===== src/rtl/watchdog_supervisor.sv =====
// Supervises a watchdog's sticky alerts: raises irq, re-arms the watchdog, escalates to a timed system reset.
// Optional macro WATCHDOG_SUPERVISOR_TIMEOUT_EN: escalate when irq_ack does not arrive within ack_timeout cycles.
module watchdog_supervisor #(
   parameter int alert_threshold     = 3,
   parameter int rearm_cycles        = 4,
   parameter int system_reset_cycles = 16,
   parameter int ack_timeout         = 64
) (
   input  logic       clock,
   input  logic       reset,
   input  logic       enable,
   input  logic       alert_value_changed,
   input  logic       alert_value_unchanged,
   input  logic       irq_ack,
   input  logic       count_clear,
   output logic       watchdog_reset,
   output logic       irq,
   output logic [1:0] alert_cause,
   output logic [7:0] alert_count,
   output logic       system_reset
);

   typedef enum logic [2:0] {IDLE, REARM, ARMED, IRQ_WAIT, ESCALATE} state_t;

   // One shared cycle counter times REARM, ESCALATE and (when enabled) the ack wait.
   localparam int MAX_AB  = (rearm_cycles > system_reset_cycles) ? rearm_cycles : system_reset_cycles;
   localparam int MAX_CYC = (MAX_AB > ack_timeout) ? MAX_AB : ack_timeout;
   localparam int CNT_W   = $clog2(MAX_CYC) + 1;

   state_t           state, state_nxt;
   logic [CNT_W-1:0] cnt, cnt_nxt;
   logic [7:0]       count_nxt, count_base, count_inc;
   logic [1:0]       cause_nxt;
   logic             alert;

   always_comb begin
      alert      = alert_value_changed | alert_value_unchanged;
      count_base = count_clear ? 8'd0 : alert_count;
      count_inc  = (count_base == 8'hFF) ? 8'hFF : count_base + 8'd1;
      state_nxt  = state;
      cnt_nxt    = cnt;
      count_nxt  = (state == ESCALATE) ? alert_count : count_base;
      cause_nxt  = alert_cause;
      case (state)
         IDLE: begin
            if (enable) begin
               state_nxt = REARM;
               cnt_nxt   = '0;
            end
         end
         REARM: begin
            if (!enable)
               state_nxt = IDLE;
            else if (cnt == CNT_W'(rearm_cycles - 1))
               state_nxt = ARMED;
            else
               cnt_nxt = cnt + CNT_W'(1);
         end
         ARMED: begin
            if (!enable) begin
               state_nxt = IDLE;
            end else if (alert) begin
               cause_nxt = {alert_value_unchanged, alert_value_changed};
               count_nxt = count_inc;
               cnt_nxt   = '0;
               state_nxt = (int'(count_inc) >= alert_threshold) ? ESCALATE : IRQ_WAIT;
            end
         end
         IRQ_WAIT: begin
            if (!enable) begin
               state_nxt = IDLE;
            end else if (irq_ack) begin
               state_nxt = REARM;
               cnt_nxt   = '0;
            end
`ifdef WATCHDOG_SUPERVISOR_TIMEOUT_EN
            else if (cnt == CNT_W'(ack_timeout - 1)) begin
               state_nxt = ESCALATE;
               cnt_nxt   = '0;
            end else begin
               cnt_nxt = cnt + CNT_W'(1);
            end
`endif
         end
         ESCALATE: begin
            // Runs to completion regardless of enable; the exit target honours it.
            if (cnt == CNT_W'(system_reset_cycles - 1)) begin
               count_nxt = 8'd0;
               cnt_nxt   = '0;
               state_nxt = enable ? REARM : IDLE;
            end else begin
               cnt_nxt = cnt + CNT_W'(1);
            end
         end
         default: state_nxt = IDLE;
      endcase
   end

   always_ff @(posedge clock or negedge reset) begin
      if (!reset) begin
         state          <= IDLE;
         cnt            <= '0;
         alert_count    <= 8'd0;
         alert_cause    <= 2'b00;
         watchdog_reset <= 1'b1;
         irq            <= 1'b0;
         system_reset   <= 1'b0;
      end else begin
         state          <= state_nxt;
         cnt            <= cnt_nxt;
         alert_count    <= count_nxt;
         alert_cause    <= cause_nxt;
         watchdog_reset <= (state_nxt == IDLE) || (state_nxt == REARM);
         irq            <= (state_nxt == IRQ_WAIT);
         system_reset   <= (state_nxt == ESCALATE);
      end
   end

endmodule


===== config.mk =====
export PLATFORM = sky130hd
export DESIGN_NAME = watchdog_supervisor
export DESIGN_NICKNAME = d
export VERILOG_FILES = /design/src/rtl/watchdog_supervisor.sv
export SDC_FILE = /design/constraint.sdc
export NUM_CORES = 1
export LEC_CHECK = 0
export ABC_AREA = 1
export BUFFER_PORTS_ARGS = -buffer_cell sky130_fd_sc_hd__buf_2
export CAP_MARGIN = 20
export CORE_MARGIN = 2
export CORE_UTILIZATION = 58
export CTS_BUF_LIST = sky130_fd_sc_hd__clkbuf_8
export DETAILED_ROUTE_END_ITERATION = 12
export PLACE_DENSITY = 0.85
export SLEW_MARGIN = 20
export SYNTH_ARGS = -nofsm -noshare
export SYNTH_HDL_FRONTEND = slang
export SYNTH_SLANG_ARGS = --single-unit

===== constraint.sdc =====
create_clock -name clock -period 2 [get_ports clock]
set_input_delay 0.4 -clock clock [delete_from_list [all_inputs] [get_ports clock]]
set_output_delay 0.4 -clock clock [all_outputs]
set_load 0.02 [all_outputs]

==> impl_metrics.py, run 1 <==
metrics = {
    "cts": {
        "cts_made_buffers": 3,
        "htreeDepth": 1,
        "max-clock-path-buffers": 2,
        "cts_setup_buffers": 0,
        "cts_tree": "yes",
        "clkSlewWorstSetupHoldPaths_ns": 0.08,
        "insertion_delay_ns": 0.27,
        "cts.sinks": 23,
        "cts-root-buf": "clkbuf_8",
    },
    "finish": {
        "fillers": 232,
        "post_route_cells_drive_above_1_share_pct": 19.8,
        "antenna_cells": 0,
        "area_growth_syn_to_layout_pct": 13.3,
        "multi_input_area_um2": 843,
        "final-seq-area_um2": 577,
        "final_cells": 272,
        "final_nets": 251,
        "design_area_mm2": 0.00175,
    },
    "timing": {
        "tightest_slew_ns": 0.502,
        "fin_crit_ns": 1.78,
        "max_freq_ghz": 0.561,
        "slew_violations": 0,
        "hold_viol_final": 0,
        "finalCritPeriodShare_pct": 89.1,
        "setup_viol": 0,
        "finClkSkew_ns": 0.00424,
        "maxSlewHeadroom_pct": 66.6,
    },
    "grt": {
        "overflow": 0,
        "grt_max_degree": 24,
        "track_usage_pct": 23.4,
        "first_global_vias": 1382,
        "grt_pass1_wl_mm": 5.83,
        "antenna_found_initial": 0,
    },
    "critical_path": {
        "crit_type": "flip-flop to flip-flop",
        "end_kind": "flip-flop",
        "arrival_ns": 1.93,
        "rr_startpoint": "cnt[0]$_DFFE_PN0P_",
        "setup.worst_path.start_class": "flip-flop",
        "r2r_slack_ns": 0.22,
        "path_max_fanout": 8,
        "startpoint": "cnt[0]$_DFFE_PN0P_",
        "cp_data_required_time_ns": 2.14,
    },
    "logic_synthesis": {
        "netlist_area_mm2": 0.00154,
        "yosysUniqueCellTypes": 34,
        "yosysWarnings": 0,
        "postSynthCellCount": 217,
        "synth_ff_type": "dfrtp_1",
        "synth.largest_area_cell": "dfrtp_1",
        "avgSynthCellArea_um2": 7.10,
        "synthArstFlopShare_pct": 100,
        "yosysSeqAreaShare_pct": 37.4,
        "synth.ff_latch_count": 23,
        "yosysMostFrequentCell": "nand2_1",
        "synth-edff-count": 0,
        "synth_nets": 225,
        "synthTopCellsByCount": "nand2_1, inv_1, dfrtp_1, nor2_1, nand3_1",
        "synth.area.top_cells": "dfrtp_1, nand2_1, inv_1",
        "yosysTopAreaCellShare_pct": 35.7,
    },
    "floorplan": {
        "dieArea_mm2": 0.00308,
        "start_util_pct": 61.6,
        "die_y_um": 55.5,
        "rows": 18,
        "coreArea_mm2": 0.00250,
        "io_pins": 20,
        "chipWidth_um": 55.5,
    },
    "hold_path": {
        "hold_path_class": "input pin to async pin",
    },
    "routing": {
        "wl_per_cell_um": 12.1,
        "drc": 0,
        "wirelength_mm": 3.28,
        "drtIter0Drc": 54,
        "first_pass_iters": 4,
        "drt-vias-per-instance": 5.56,
        "num_vias": 1512,
        "drtAntennaViolNets": 0,
    },
    "power": {
        "leakage_nw": 0.953,
        "irDropWorstVdd_uv": 524,
        "p_per_area_mw_per_mm2": 543,
    },
    "place": {
        "numPlacedInstances": 268,
        "place.gp.congestion": 0.888,
        "dp_hpwl_mm": 2.54,
        "dpl_cell_area_mm2": 0.00168,
        "numPortBuffers": 19,
    },
    "run": {
        "drv_cap": 0,
    },
    "outcome": {
        "outcome": "completed",
    },
}
==> path summary, 6_finish.rpt <==
| check | endpoint | cells after the start |
|---|---|---|
| worst max-delay path | cnt[6]$_DFFE_PN0P_ | 7 |
| worst min-delay path | cnt[3]$_DFFE_PN0P_ | 1 |
| worst max register to register | cnt[6]$_DFFE_PN0P_ | 7 |
| worst min register to register | alert_cause[0]$_DFFE_PN0P_ | 2 |
| max in group asynchronous | watchdog_reset$_DFF_PN1_ | 1 |
| min in group clock | alert_cause[0]$_DFFE_PN0P_ | 3 |
==> state kept, by name, summed over array words and instances (netlist names) <==
name,cells
alert_cause,2
alert_count,8
cnt,7
irq,1
state,3
system_reset,1
watchdog_reset,1
==> area by class of cell <==
type                            count  share of cell area (%)
Tap cell                           30                    2.15
Multi-Input combinational cell    160                    48.3
Clock buffer                        3                    2.37
Clock inverter                      1                   0.287
Inverter                           33                    7.10
Sequential cell                    23                    33.0
Timing Repair Buffer               22                    6.74
==> what timing repair did <==
action	in CTS	in global routing
gates resized for setup	0	2
endpoints found under the setup margin	0	5
hold buffers	0	0
==> report_power, final <==
group	total, W	switching, W	internal, W
clock network	0.000287	0.000147	0.000139
registers	0.000513	0.0000220	0.000491
logic	0.000148	0.0000977	0.0000506
==> kinds of logic (layout without fill, tap and decap cells) <==
| family | after synthesis | count (layout) | synth area share (%) |
|---|---|---|---|
| multiplexers | 1 | 1 | 0.650 |
| AO/OA/AOI/OAI | 38 | 38 | 14.9 |
| XOR/XNOR | 2 | 2 | 1.14 |
| flip-flops | 23 | 23 | 37.4 |
| adder cells (fa/ha/maj) | 1 | 1 | 0.812 |
| buffers and inverters | 34 | 59 | 8.77 |
| AND/OR/NAND/NOR | 118 | 118 | 36.3 |
==> layout by cell type, fill, tap and decap left out <==
| master | instances |
|---|---|
| nand2_1 | 56 |
| inv_1 | 30 |
| nor2_1 | 22 |
| dfrtp_1 | 22 |
| buf_2 | 19 |
| nand3_1 | 16 |
| o21ai_0 | 15 |
| a21oi_1 | 8 |
| nor3_1 | 6 |
| nor2_2 | 5 |
| nand3_2 | 3 |
| o21ai_1 | 3 |
| a22o_1 | 3 |
| a22oi_1 | 3 |
| nand2_2 | 3 |
| clkbuf_8 | 3 |
| buf_4 | 3 |
| inv_2 | 2 |
| nand4_1 | 2 |
| nand4_2 | 1 |
| o21bai_2 | 1 |
| nand3_4 | 1 |
| nor2_4 | 1 |
| nand2_4 | 1 |
| clkinv_1 | 1 |
| a21o_1 | 1 |
| a31oi_2 | 1 |
| o21ai_2 | 1 |
| o221ai_1 | 1 |
| o211ai_1 | 1 |
| nand3b_4 | 1 |
| xnor2_1 | 1 |
| mux2i_1 | 1 |
| xor2_1 | 1 |
| ha_1 | 1 |
| clkinv_2 | 1 |
| dfstp_2 | 1 |
==> stage by stage <==
step	utilization (%)	hold slack [ns]	setup slack (ns)	total power [W]	setup TNS, ns
after detailed placement	67.4	0.395	0.0442	0.000667	0
after global routing	69.8	0.134	-0.0265	0.000997	-0.0265
after floorplan	-	0.104	0.383	0.000615	0
after CTS	69.2	0.106	0.151	0.000952	0
after global placement	67.4	0.393	0.136	0.000664	0
final	69.8	0.0890	0.218	0.000948	0
==> metal layers <==
layer / part of all wire [%] / GRT usage (%) / vias to the layer above
met5: 0 / 0 / -
met1: 45 / 30.9 / 711
met2: 49 / 39.5 / 39
li1: - / - / 757
met3: 4.9 / 2.81 / 5
met4: 1.1 / 8.71 / 0
==> critical path, cell delays in order (launching register included) <==
cell      delay (ns)
dfrtp_1         0.43
ha_1            0.25
inv_1           0.06
nor3_1          0.06
a31oi_2         0.31
nand3b_4        0.18
nor3_1          0.29
nor2_1          0.09
(Power assumes the default switching activity.)
==> run 2, diff against run 1 <==
- BUFFER_PORTS_ARGS: -buffer_cell sky130_fd_sc_hd__buf_2 -> -buffer_cell sky130_fd_sc_hd__clkbuf_2
- SLEW_MARGIN: 20 -> not set
==> run 2 against run 1 <==
Against the previous run: core utilization down 0.25 points; non-clock buffer count stayed put; sequential share of layout area grew 0.12 points; via count is 1.9% lower; highest routed layer unchanged.
==> impl_metrics.py, run 2 (synthesis gave the netlist of run 1 again) <==
metrics = {
    "outcome": {
        "outcome": "completed",
    },
    "finish": {
        "design_area_mm2": 0.00174,
        "reg_top3": "alert_count (8), cnt (7), state (3)",
        "post_route_cells_drive_above_1_share_pct": 19.4,
        "antenna_cells": 0,
        "fillers": 224,
        "final_cells": 272,
        "area_growth_syn_to_layout_pct": 12.9,
        "final_nets": 251,
        "top_register": "alert_count",
        "layout_common_cells": "nand2_1, inv_1, nor2_1, dfrtp_1, clkbuf_2",
        "final_common_cell": "nand2_1",
        "largest_reg_flops": 8,
    },
    "floorplan": {
        "dieArea_mm2": 0.00308,
        "rows": 18,
        "coreArea_mm2": 0.00250,
        "chipWidth_um": 55.5,
        "io_pins": 20,
        "die_y_um": 55.5,
        "start_util_pct": 61.6,
    },
    "cts": {
        "cts.sinks": 23,
        "cts_setup_buffers": 0,
        "cts_made_buffers": 3,
        "cts_tree": "yes",
        "cts_hold_buffers": 0,
        "max-clock-path-buffers": 2,
        "clkSlewWorstSetupHoldPaths_ns": 0.08,
        "cts-root-buf": "clkbuf_8",
        "htreeDepth": 1,
        "insertion_delay_ns": 0.27,
    },
    "power": {
        "leakage_nw": 0.945,
        "p_per_area_mw_per_mm2": 546,
        "irDropWorstVdd_uv": 517,
    },
    "critical_path": {
        "setup.worst_path.start_class": "flip-flop",
        "crit_chain": "ha_1, inv_1, nor3_1, a31oi_1, nand3b_4, nor3_1, nor3_1",
        "rr_startpoint": "cnt[0]$_DFFE_PN0P_",
        "reg2regPathDepth": 7,
        "arrival_ns": 1.97,
        "cpLargestDelayFamily": "simple AND/OR/NAND/NOR gates",
        "path_max_fanout": 8,
        "r2r-end": "cnt[2]$_DFFE_PN0P_",
        "end_kind": "flip-flop",
        "crit_slowest_cell": "dfrtp_1",
        "startpoint": "cnt[0]$_DFFE_PN0P_",
        "cp_common_cell": "nor3_1",
        "worst-path-buf-inv": 1,
        "cpPeakStageDelay_ns": 0.43,
        "cp.depth": 7,
        "r2r_slack_ns": 0.17,
        "cp_data_required_time_ns": 2.15,
        "crit_type": "flip-flop to flip-flop",
    },
    "grt": {
        "antenna_found_initial": 0,
        "first_global_vias": 1436,
        "grt_pass1_wl_mm": 6.12,
        "track_usage_pct": 24.6,
        "grt_max_degree": 24,
        "overflow": 0,
    },
    "timing": {
        "finClkSkew_ns": 0.00334,
        "hold_viol_final": 0,
        "setup_tns_ns": 0,
        "maxSlewHeadroom_pct": 62.8,
        "fin_crit_ns": 1.83,
        "max_freq_ghz": 0.547,
        "setup_viol": 0,
        "slew_violations": 0,
        "tightest_slew_ns": 0.558,
        "finalCritPeriodShare_pct": 91.4,
        "rsz0062_at_grt": "no",
    },
    "routing": {
        "num_vias": 1484,
        "drtAntennaViolNets": 0,
        "wl_per_cell_um": 12.6,
        "drt-vias-per-instance": 5.46,
        "first_pass_iters": 4,
        "wirelength_mm": 3.42,
        "drc": 0,
        "drtIter0Drc": 73,
    },
    "place": {
        "numPortBuffers": 19,
        "dpl_cell_area_mm2": 0.00168,
        "place.gp.congestion": 0.895,
        "numPlacedInstances": 268,
        "dp_hpwl_mm": 2.56,
    },
    "hold_path": {
        "hold_path_class": "input pin to async pin",
    },
    "run": {
        "drv_cap": 0,
    },
}
==> run 2: layout make-up <==
cell class | instances | area (µm²) | share of cell area, %
Clock buffer | 3 | 41.3 | 2.37
Timing Repair Buffer | 22 | 118 | 6.76
Tap cell | 30 | 37.5 | 2.16
Clock inverter | 1 | 5.00 | 0.288
Multi-Input combinational cell | 160 | 837 | 48.1
Inverter | 33 | 124 | 7.12
Sequential cell | 23 | 577 | 33.2
==> run 2: routing by layer <==
metal / global-route usage (%) / wire length, µm / share of wire, %
met3: 3.04 / 159 / 4.7
met2: 42.5 / 1670 / 49
met1: 31.1 / 1540 / 45
met5: 0 / 0 / 0
met4: 9.41 / 55 / 1.6
==> run 2: per-stage QoR <==
stage / setup slack (ns) / util, % / power, W / hold WS (ns)
final: 0.171 / 69.6 / 0.000949 / 0.106
after global routing: 0.00895 / 69.6 / 0.00101 / 0.155
after CTS: 0.163 / 69.2 / 0.000955 / 0.127
after detailed placement: 0.0778 / 67.4 / 0.000667 / 0.419
after floorplan: 0.383 / - / 0.000615 / 0.104
after global placement: 0.139 / 67.4 / 0.000664 / 0.411
==> run 2: repair_timing <==
action | CTS | global route
hold endpoints to repair | 0 | 0
gates resized for setup | 0 | 1
setup endpoints to repair | 0 | 2
==> run 2: worst max-delay path by stage <==
stage,end,slack (ns)
after global placement,irq$_DFF_PN0_,0.14
after floorplan,cnt[4]$_DFFE_PN0P_,0.38
final,cnt[2]$_DFFE_PN0P_,0.17
after CTS,cnt[2]$_DFFE_PN0P_,0.16
after detailed placement,irq$_DFF_PN0_,0.08
after global routing,cnt[4]$_DFFE_PN0P_,0.009
==> run 2: report_power, final <==
group	leakage (nW)	internal, W	switching [W]
registers	0.312	0.000491	0.0000220
logic	0.608	0.0000496	0.0000964
clock network	0.0255	0.000139	0.000150
total	0.945	0.000680	0.000269
